### src/rtl/store_lane_writer_pkg.sv
`default_nettype none
// ============================================================================
//  Module   : store_lane_writer_pkg
//  Purpose  : Shared encodings for the store lane writer. The load extender
//             and control decode use the same size and state encodings.
//  Contents : SZ_* size encodings, S_* writer states and the bus widths.
//  Revision : 1.0  initial release
// ============================================================================
package store_lane_writer_pkg;

  localparam int ADDR_W = 32;
  localparam int DATA_W = 32;
  localparam int BE_W   = DATA_W / 8;

  // Access size carried on ST_SIZE.
  typedef enum logic [1:0] {
    SZ_BYTE = 2'b00,
    SZ_HALF = 2'b01,
    SZ_WORD = 2'b10,
    SZ_ILL  = 2'b11
  } size_t;

  // Writer FSM states.
  typedef enum logic [1:0] {
    S_IDLE  = 2'd0,
    S_WRITE = 2'd1,
    S_ERR   = 2'd2
  } state_t;

endpackage : store_lane_writer_pkg
`default_nettype wire

### src/rtl/store_lane_writer_if.sv
`default_nettype none
// ============================================================================
//  Module   : store_lane_writer_if
//  Purpose  : Bundles the MEM-stage store handshake and the data-memory write
//             port of the store lane writer.
//  Modports : master - MEM stage / memory side (drives requests and MEM_ACK)
//             slave  - store lane writer (drives ready, write port, pulses)
//  Revision : 1.0  initial release
// ============================================================================
interface store_lane_writer_if;
  import store_lane_writer_pkg::*;

  logic              ST_VALID;
  logic              ST_READY;
  logic [ADDR_W-1:0] ST_ADDR;
  logic [1:0]        ST_SIZE;
  logic [DATA_W-1:0] ST_DATA;
  logic              MEM_WE;
  logic [ADDR_W-1:0] MEM_ADDR;
  logic [DATA_W-1:0] MEM_WDATA;
  logic [BE_W-1:0]   MEM_BE;
  logic              MEM_ACK;
  logic              MISALIGN;
  logic              BUS_ERR;

  modport master (
    output ST_VALID, ST_ADDR, ST_SIZE, ST_DATA, MEM_ACK,
    input  ST_READY, MEM_WE, MEM_ADDR, MEM_WDATA, MEM_BE, MISALIGN, BUS_ERR
  );

  modport slave (
    input  ST_VALID, ST_ADDR, ST_SIZE, ST_DATA, MEM_ACK,
    output ST_READY, MEM_WE, MEM_ADDR, MEM_WDATA, MEM_BE, MISALIGN, BUS_ERR
  );

endinterface : store_lane_writer_if
`default_nettype wire

### src/rtl/store_lane_align.sv
`default_nettype none
// ============================================================================
//  Module   : store_lane_align
//  Purpose  : Combinational lane mapper. Replicates the significant low bits
//             of the register value across the word and selects the byte
//             lanes addressed by the low address bits (little-endian).
//  Ports    : size_i     access size (SZ_* encoding)
//             addr_lo_i  byte offset within the word
//             data_i     register value
//             wdata_o    lane-aligned write data
//             be_o       byte enables, bit i covers wdata_o[8i+7:8i]
//             misalign_o request must be rejected (misaligned or illegal)
//  Revision : 1.0  initial release
// ============================================================================
module store_lane_align
  import store_lane_writer_pkg::*;
(
  input  logic [1:0]        size_i,
  input  logic [1:0]        addr_lo_i,
  input  logic [DATA_W-1:0] data_i,
  output logic [DATA_W-1:0] wdata_o,
  output logic [BE_W-1:0]   be_o,
  output logic              misalign_o
);

  always_comb begin
    wdata_o    = data_i;
    be_o       = '0;
    misalign_o = 1'b0;
    unique case (size_t'(size_i))
      SZ_BYTE: begin
        wdata_o = {4{data_i[7:0]}};
        be_o    = 4'b0001 << addr_lo_i;
      end
      SZ_HALF: begin
        wdata_o    = {2{data_i[15:0]}};
        be_o       = addr_lo_i[1] ? 4'b1100 : 4'b0011;
        misalign_o = addr_lo_i[0];
      end
      SZ_WORD: begin
        be_o       = 4'b1111;
        misalign_o = |addr_lo_i;
      end
      SZ_ILL: begin
        misalign_o = 1'b1;
      end
    endcase
  end

endmodule : store_lane_align
`default_nettype wire

### src/rtl/store_lane_writer.sv
`default_nettype none
// ============================================================================
//  Module   : store_lane_writer
//  Purpose  : Accepts one store per handshake, aligns it into byte lanes and
//             holds a data-memory write until MEM_ACK or a timeout.
//  Ports    : CLK, RST   clock and synchronous active-high reset
//             bus        store_lane_writer_if.slave:
//                          ST_VALID/ST_READY/ST_ADDR/ST_SIZE/ST_DATA  request
//                          MEM_WE/MEM_ADDR/MEM_WDATA/MEM_BE/MEM_ACK   memory
//                          MISALIGN, BUS_ERR                          pulses
//  Params   : ACK_TIMEOUT  WRITE cycles allowed before aborting (>= 1)
//             CNT_W        timeout counter width, 2**CNT_W > ACK_TIMEOUT
//  Revision : 1.0  initial release
// ============================================================================
module store_lane_writer
  import store_lane_writer_pkg::*;
#(
  parameter int ACK_TIMEOUT = 15,
  parameter int CNT_W       = 4
) (
  input  logic                 CLK,
  input  logic                 RST,
  store_lane_writer_if.slave   bus
);

  // Counter value seen in the last permitted WRITE cycle.
  localparam logic [CNT_W-1:0] c_cnt_last = CNT_W'(ACK_TIMEOUT - 1);

  state_t            state_q, state_d;
  logic [CNT_W-1:0]  cnt_q, cnt_d;
  logic [ADDR_W-1:0] addr_q, addr_d;
  logic [DATA_W-1:0] wdata_q, wdata_d;
  logic [BE_W-1:0]   be_q, be_d;
  logic              we_q, we_d;
  logic              ready_q, ready_d;
  logic              mis_q, mis_d;
  logic              berr_q, berr_d;

  logic [DATA_W-1:0] al_wdata;
  logic [BE_W-1:0]   al_be;
  logic              al_mis;
  logic              accept;

  store_lane_align u_align (
    .size_i     (bus.ST_SIZE),
    .addr_lo_i  (bus.ST_ADDR[1:0]),
    .data_i     (bus.ST_DATA),
    .wdata_o    (al_wdata),
    .be_o       (al_be),
    .misalign_o (al_mis)
  );

  // ready_q is only ever set while idle, so it alone qualifies the handshake.
  assign accept = bus.ST_VALID & ready_q;

  always_comb begin
    state_d = state_q;
    cnt_d   = cnt_q;
    addr_d  = addr_q;
    wdata_d = wdata_q;
    be_d    = be_q;
    we_d    = 1'b0;
    mis_d   = 1'b0;
    berr_d  = 1'b0;

    unique case (state_q)
      S_IDLE: begin
        if (accept) begin
          addr_d  = {bus.ST_ADDR[ADDR_W-1:2], 2'b00};
          wdata_d = al_wdata;
          cnt_d   = '0;
          if (al_mis) begin
            // Rejected: no write, BE stays clear.
            state_d = S_ERR;
            be_d    = '0;
            mis_d   = 1'b1;
          end else begin
            state_d = S_WRITE;
            be_d    = al_be;
            we_d    = 1'b1;
          end
        end
      end
      S_WRITE: begin
        if (bus.MEM_ACK) begin
          // An ACK in the final permitted cycle still counts as success.
          state_d = S_IDLE;
          be_d    = '0;
        end else if (cnt_q == c_cnt_last) begin
          state_d = S_IDLE;
          be_d    = '0;
          berr_d  = 1'b1;
        end else begin
          cnt_d = cnt_q + CNT_W'(1);
          we_d  = 1'b1;
        end
      end
      S_ERR: begin
        state_d = S_IDLE;
      end
      default: begin
        state_d = S_IDLE;
        be_d    = '0;
      end
    endcase
  end

  // Ready only after a full idle cycle, so completion and rejection each
  // leave one idle, not-ready cycle before the next accept.
  always_comb begin
    ready_d = (state_q == S_IDLE) && (state_d == S_IDLE);
  end

  always_ff @(posedge CLK) begin
    if (RST) begin
      state_q <= S_IDLE;
      cnt_q   <= '0;
      addr_q  <= '0;
      wdata_q <= '0;
      be_q    <= '0;
      we_q    <= 1'b0;
      ready_q <= 1'b0;
      mis_q   <= 1'b0;
      berr_q  <= 1'b0;
    end else begin
      state_q <= state_d;
      cnt_q   <= cnt_d;
      addr_q  <= addr_d;
      wdata_q <= wdata_d;
      be_q    <= be_d;
      we_q    <= we_d;
      ready_q <= ready_d;
      mis_q   <= mis_d;
      berr_q  <= berr_d;
    end
  end

  assign bus.ST_READY  = ready_q;
  assign bus.MEM_WE    = we_q;
  assign bus.MEM_ADDR  = addr_q;
  assign bus.MEM_WDATA = wdata_q;
  assign bus.MEM_BE    = be_q;
  assign bus.MISALIGN  = mis_q;
  assign bus.BUS_ERR   = berr_q;

endmodule : store_lane_writer
`default_nettype wire

### src/flat_wrapper.sv
// flat-port wrapper written by rule: the top's interface ports become plain ports
module store_lane_writer_flat import store_lane_writer_pkg::*;
#(
  parameter int ACK_TIMEOUT = 15,
  parameter int CNT_W       = 4
)
  (CLK, RST, bus_ST_VALID, bus_ST_ADDR, bus_ST_SIZE, bus_ST_DATA, bus_MEM_ACK, bus_ST_READY, bus_MEM_WE, bus_MEM_ADDR, bus_MEM_WDATA, bus_MEM_BE, bus_MISALIGN, bus_BUS_ERR);
  store_lane_writer_if bus_i ();
  input  logic CLK;
  input  logic RST;
  input wire logic [$bits(bus_i.ST_VALID)-1:0] bus_ST_VALID;
  input wire logic [$bits(bus_i.ST_ADDR)-1:0] bus_ST_ADDR;
  input wire logic [$bits(bus_i.ST_SIZE)-1:0] bus_ST_SIZE;
  input wire logic [$bits(bus_i.ST_DATA)-1:0] bus_ST_DATA;
  input wire logic [$bits(bus_i.MEM_ACK)-1:0] bus_MEM_ACK;
  output wire logic [$bits(bus_i.ST_READY)-1:0] bus_ST_READY;
  output wire logic [$bits(bus_i.MEM_WE)-1:0] bus_MEM_WE;
  output wire logic [$bits(bus_i.MEM_ADDR)-1:0] bus_MEM_ADDR;
  output wire logic [$bits(bus_i.MEM_WDATA)-1:0] bus_MEM_WDATA;
  output wire logic [$bits(bus_i.MEM_BE)-1:0] bus_MEM_BE;
  output wire logic [$bits(bus_i.MISALIGN)-1:0] bus_MISALIGN;
  output wire logic [$bits(bus_i.BUS_ERR)-1:0] bus_BUS_ERR;
  assign bus_i.ST_VALID = bus_ST_VALID;
  assign bus_i.ST_ADDR = bus_ST_ADDR;
  assign bus_i.ST_SIZE = bus_ST_SIZE;
  assign bus_i.ST_DATA = bus_ST_DATA;
  assign bus_i.MEM_ACK = bus_MEM_ACK;
  assign bus_ST_READY = bus_i.ST_READY;
  assign bus_MEM_WE = bus_i.MEM_WE;
  assign bus_MEM_ADDR = bus_i.MEM_ADDR;
  assign bus_MEM_WDATA = bus_i.MEM_WDATA;
  assign bus_MEM_BE = bus_i.MEM_BE;
  assign bus_MISALIGN = bus_i.MISALIGN;
  assign bus_BUS_ERR = bus_i.BUS_ERR;
  store_lane_writer #(.ACK_TIMEOUT(ACK_TIMEOUT), .CNT_W(CNT_W)) u_core (.CLK(CLK), .RST(RST), .bus(bus_i));
endmodule
### config.mk
export PLATFORM = sky130hd
export DESIGN_NAME = store_lane_writer_flat
export DESIGN_NICKNAME = d
export VERILOG_FILES = /design/src/rtl/store_lane_writer_pkg.sv /design/src/rtl/store_lane_writer_if.sv /design/src/rtl/store_lane_align.sv /design/src/rtl/store_lane_writer.sv /design/src/flat_wrapper.sv
export SDC_FILE = /design/constraint.sdc
export NUM_CORES = 1
export LEC_CHECK = 0
export CORE_MARGIN = 2
export CORE_UTILIZATION = 45
export DETAILED_ROUTE_END_ITERATION = 10
export DONT_BUFFER_PORTS = 1
export PLACE_DENSITY = 0.68
export SLEW_MARGIN = 5
export SYNTH_ARGS = -nofsm -noshare
export SYNTH_HDL_FRONTEND = slang
export SYNTH_SLANG_ARGS = --single-unit
### constraint.sdc
create_clock -name CLK -period 1.7 [get_ports CLK]
set_clock_uncertainty 0.15 [all_clocks]
set_input_delay 0.255 -clock CLK [delete_from_list [all_inputs] [get_ports CLK]]
set_output_delay 0.255 -clock CLK [all_outputs]
set_load 0.03 [all_outputs]
# After elaboration in Yosys (flattened, before gate mapping)
# Cells that the tools add are included.
# W data, S select, Z words.
# word_totals
rom_bits	0
ram_bits	0
output_inout_bits	72
memories	0
regBits	76
latch_bits	0
# classes
reduce_logical	11
shifts	1
eq_ne	10
addsub	1
magnitude_cmp	0
div_mod_pow	0
mul	0
n_mux	25
bitwise	5
# op_table
operator	n
$pmux W32 S2	1
$mux W4	8
$pmux W4 S3	2
$mux W2	4
$pmux W4 S2	1
$eq A2 B2 Y1 const B	3
$logic_not A2 Y1	3
$mux W1	6
$reduce_or A3 Y1	2
$add A4 B1 Y4 const B	1
$eq A2 B1 Y1 const B	2
$eq A4 B4 Y1 const B	1
$ne A2 B2 Y1 const B	2
$not A1 Y1	4
$pmux W2 S2	1
$reduce_and A4 Y1	1
$shl A1 B2 Y4 const A	1
$ne A3 B2 Y1 const B	1
$pmux W1 S3	1
$reduce_and A3 Y1	1
$ne A2 B1 Y1 const B	1
$pmux W1 S2	1
$reduce_and A2 Y1	1
$reduce_bool A2 Y1	1
3 further kinds	3

# Longest topological paths before layout
# Gate-level depths: netlist of the first run.
# depth
word_depth	7
mapped_depth	6
mapped_depth_nobuf	5

# Hierarchy
# Synthesis of the first run repeated with hierarchy kept, for this count alone.
# hier_totals
hier_cells	403
area_unflattened_um2	3883.7
# by_module_without_submodules
module	area_per_inst_um2	seq_area_each_um2	cells_each	n_inst
store_lane_writer	3309.4	1521.5	335	1
store_lane_align	574.3	0.0	68	1

# Worst setup path after synthesis of the first run
# Ideal clock, no wire load.
# synth_timing
kind	reg2reg
start	register u_core.ready_q (netlist: u_core.bus.ST_READY)
end	register u_core.addr_q[10] (netlist: u_core.bus.MEM_ADDR[10])
path_buffers	3
setup_slack_ps	42
arrival_time_ps	1438
synth_period_minus_slack_ps	1658
stages_incl_launch_ff	7
setup_ps	70
path_cell_list	dfxtp_1 and4bb_1 clkbuf_1 buf_2 buf_4 nand2_1 a21oi_1
# synth_via
elab_chain_len	2
# synth_rtl
element	line	text
start, declared	store_lane_writer.sv:35	logic ready_q, ready_d;
start signal, assigned	store_lane_writer.sv:132	ready_q <= ready_d;
$and A1 B1 Y1	store_lane_writer.sv:54	assign accept = bus.ST_VALID & ready_q;
$reduce_and A2 Y1 (no line)	--	
end signal, assigned	store_lane_writer.sv:128	addr_q <= addr_d;
end, declared	store_lane_writer.sv:31	logic [ADDR_W-1:0] addr_q, addr_d;
# Every way passes these cells.
# A chain may end at the register's enable or synchronous reset.

# Worst setup path after layout of the first run
# layout_timing
start	register u_core.state_q[0]
end	register u_core.cnt_q[3]
# layout_via
elab_chain_len	3
# layout_rtl
element	line	text
start, declared	store_lane_writer.sv:29	state_t state_q, state_d;
start signal, assigned	store_lane_writer.sv:126	state_q <= state_d;
$eq A2 B1 Y1 or $logic_not A2 Y1 (tied branches)	store_lane_writer.sv:66	unique case (state_q)
$ne A2 B2 Y1 (no line) (tied with other cells)	--	
$reduce_and A4 Y1 (no line)	--	
end signal, assigned	store_lane_writer.sv:127	cnt_q <= cnt_d;
end, declared	store_lane_writer.sv:30	logic [CNT_W-1:0] cnt_q, cnt_d;
# Parallel ways exist; a longest one is shown, timed or not.

==> out/metrics.csv, run 1 <==
stage,metric,value,unit
status,status,"complete, but fails checks",
status,violated checks,negative hold slack,
synthesis,Syn Std Cell Area,0.00313,sq mm
route,vias,2540,
setup_path,r2r startpoint,u_core.state_q[0]$_SDFF_PP0_,
setup_path,crit path kind,reg2reg,
global_route,GRT Overall Usage,19.1,%
setup_path,CP max FO,8,
timing,final setup vio count,0,
place,RD Place Congestion,0.771,
cts,clock latency on the worst-skew pair,340,ps
synthesis,syn_area_per_cell,8.32,sq um
setup_path,CP cell instances,or3b_4 -> or3_1 -> a21oi_1,
setup_path,worst path bufs/invs,0,
route,wire length per cell,16.5,um
synthesis,synth warn,0,
global_route,antenna violations before repair,0,
layout,diodes inserted,0,
synthesis,Post-synth ARST share,0,%
timing,Final Hold Viols,73,
setup_path,R2R depth,3,
setup_path,CP Launch Type,flop,
route,Initial DRT Pass Iterations,4,
synthesis,sequential area share after synthesis,48.6,%
floorplanning,Die Span Y,87.4,um
layout,non-filler instance count after layout,453,
synthesis,"EDFF count, synth",0,
min_path,cell count of the worst hold path,1,
floorplanning,Die ar.,0.00764,sq mm
cts,"Setup Fix Bufs, Post-CTS",0,
place,hpwl dp,5110,um
route,WL final,7470,um
cts,Clock Tree Root,clkbuf_8,
floorplanning,Die Wd,87.4,um
place,Placement Cell Area,0.00318,sq mm
setup_path,required time worst endpoint,1830,ps
pwr,maximum vdd ir drop,0.531,mV
floorplanning,Core Region,0.00676,sq mm
synthesis,synth unique cells,36,
cts,# hold bufs at CTS,5,
min_path,WHS Endpoint,u_core.bus.MEM_ADDR[19]$_SDFFE_PP0P_,
timing,Final Hold Slack,-170,ps
floorplanning,num rows,30,
global_route,first-pass GRT wire length,11300,um
timing,Tcrit/Tclk final,96.7,%
timing,Setup WS post-layout,55.3,ps
min_path,hold_sp,RST,
layout,Syn-to-layout area delta,12.2,%
setup_path,R2R setup slack,60,ps
layout,fin area,0.00351,sq mm
place,placed cell count,433,
place,Place WS,55.0,ps
route,DRC viols,0,
setup_path,worst path arrival time,1770,ps
floorplanning,Ports,142,
pwr,overall power,4.31,mW
timing,Max Freq,608,MHz
cts,H-tree Lvls,3,
job,Max-Cap Viols,0,
setup_path,CP max stage delay,470,ps
synthesis,Synth Instances,376,
floorplanning,Initial Utilization,46.3,%
setup_path,Reg-to-Reg End,u_core.cnt_q[3]$_SDFFE_PP0P_,
global_route,total congestion overflow,0,
route,initial detailed-routing violation count,114,
timing,fin. max-slew vios,0,
pwr,P per Cell Area,1230,mW/mm^2
layout,share of cells above drive strength 1,9.38,%
pwr,Leak,1.21,nW
min_path,type of the most critical hold path,in2reg,
place,port buffer count,0,
route,post-route ant nets,0,
timing,post-layout min period,1640,ps
cts,Clock Tree Buf Depth,2,
setup_path,nature of the critical path endpoint,flop,
timing,post-route setup TNS,0,ps
cts,TritonCTS buffer count,9,
setup_path,"Slowest-stage cell, CP",dfxtp_1,
cts,Num Clock Sinks,76,
setup_path,cell family with most CP delay,simple AND/OR/NAND/NOR gates,
layout,fin nets,441,
synthesis,register bit total from synthesis,76,
synthesis,"Top FF cell, synth",dfxtp_1,
global_route,vias in the first global route,2250,
global_route,pin count of the biggest net entering global routing,78,
cts,TritonCTS clock tree,built,
cts,clock-pin slew on the worst setup and hold paths,80,ps
route,Vias/cell,5.61,
layout,fin util,52.0,%
-- state kept, by name (all words and copies together), names as in the netlist --
name / count
u_core.bus.MEM_WDATA: 32
u_core.bus.MEM_WE: 1
u_core.bus.MEM_ADDR: 30
u_core.bus.MISALIGN: 1
u_core.bus.MEM_BE: 4
u_core.bus.ST_READY: 1
u_core.state_q: 2
u_core.cnt_q: 4
u_core.bus.BUS_ERR: 1
-- kinds of logic after synthesis --
kind of cell | share of synthesized area (%)
fa+ha+maj | 0.800
buf+inv | 4.92
mux | 6.08
simple gates | 20.5
flops | 48.6
compound gates | 18.7
xor+xnor | 0.280
other cells | 0.120
-- repair_timing --
item / CTS / global route
endpoints found under the hold margin: 75 / 75
setup endpoints to repair: 0 / 4
resized for setup: 0 / 2
-- synth_stat cells, drive strengths merged (8+ instances only) --
master  instances  share of area [%]
a211oi          8                1.9
a21oi          54                8.6
a311oi          8                2.2
buf            13                2.3
clkbuf         19                2.3
dfxtp          76                 49
mux2            8                2.9
mux2i          10                3.2
nand2          94                 11
nand2b         12                2.4
nor2           17                2.0
o211ai         10                2.4
o21ai          12                1.9
-- routing by layer --
metal	GRT usage (%)	share of wire (%)	up-vias
met1	23.7	42	1171
li1	-	-	1272
met4	6.71	1.2	0
met3	7.68	9.0	7
met5	0	0	-
met2	29.9	47	90
-- area by class of cell --
class,count,area [sq um]
Tap cell,80,100
Clock inverter,4,120
Clock buffer,11,151
Sequential cell,76,1520
Multi-Input combinational cell,266,1470
Timing Repair Buffer,13,135
Inverter,3,11.3
Fill cell,648,3250
-- worst max-delay path by stage --
stage,start,end,slack [ps],cells past startpoint
after floorplan,u_core.bus.ST_READY$_SDFF_PP0_,u_core.bus.MEM_ADDR[10]$_SDFFE_PP0P_,40,6
after global placement,u_core.state_q[0]$_SDFF_PP0_,u_core.cnt_q[3]$_SDFFE_PP0P_,120,3
after detailed placement,u_core.state_q[0]$_SDFF_PP0_,u_core.cnt_q[3]$_SDFFE_PP0P_,60,3
after CTS,u_core.state_q[0]$_SDFF_PP0_,u_core.cnt_q[3]$_SDFFE_PP0P_,50,3
after global routing,u_core.state_q[0]$_SDFF_PP0_,u_core.bus.MEM_WDATA[11]$_SDFFE_PP0P_,-1,4
final,u_core.state_q[0]$_SDFF_PP0_,u_core.cnt_q[3]$_SDFFE_PP0P_,60,3
-- worst reg2reg max path, delay by kind of cell, from the launching register on --
family | cells | cell delay [ps]
compound gates | 1 | 140
flops | 1 | 470
simple gates | 2 | 820
-- cell usage in the layout (no fill, tap or decap), types with 2 or more instances in the layout --
cell type      count
a211oi_1           8
a21oi_1           54
a311oi_1           8
buf_12             2
buf_4              6
bufinv_16          4
clkbuf_8          11
conb_1             2
dfxtp_1           76
dlygate4sd3_1      5
ha_1               2
inv_1              3
mux2_2             8
mux2i_1           10
nand2_1           94
nand2b_1          12
nand3_1            3
nor2_1            17
nor3_1             4
nor3b_1            2
nor4_1             3
o211ai_1          10
o21ai_0           10
o21ai_1            2
o31ai_1            2
o32ai_1            2
or3_1              3
-- report_power, final --
| part | leakage (nW) | internal, mW | switching [mW] |
|---|---|---|---|
| Sequential | 0.620 | 1.88 | 0.257 |
| Combinational | 0.453 | 0.153 | 0.179 |
| Clock | 0.136 | 1.20 | 0.646 |
| Total | 1.21 | 3.23 | 1.08 |
Note: power is estimated with default switching activity, not from simulation.
==> inputs of run 2 (changes only) <==
--- a/config.mk
+++ b/config.mk
@@ -7,6 +7,7 @@
 export LEC_CHECK = 0
 export CORE_MARGIN = 2
 export CORE_UTILIZATION = 45
+export CTS_CLUSTER_DIAMETER = 60
 export DETAILED_ROUTE_END_ITERATION = 10
 export DONT_BUFFER_PORTS = 1
 export PLACE_DENSITY = 0.68
==> results of run 2 <==
Same layout as run 1: the final DEF is identical, and so are final timing and power.
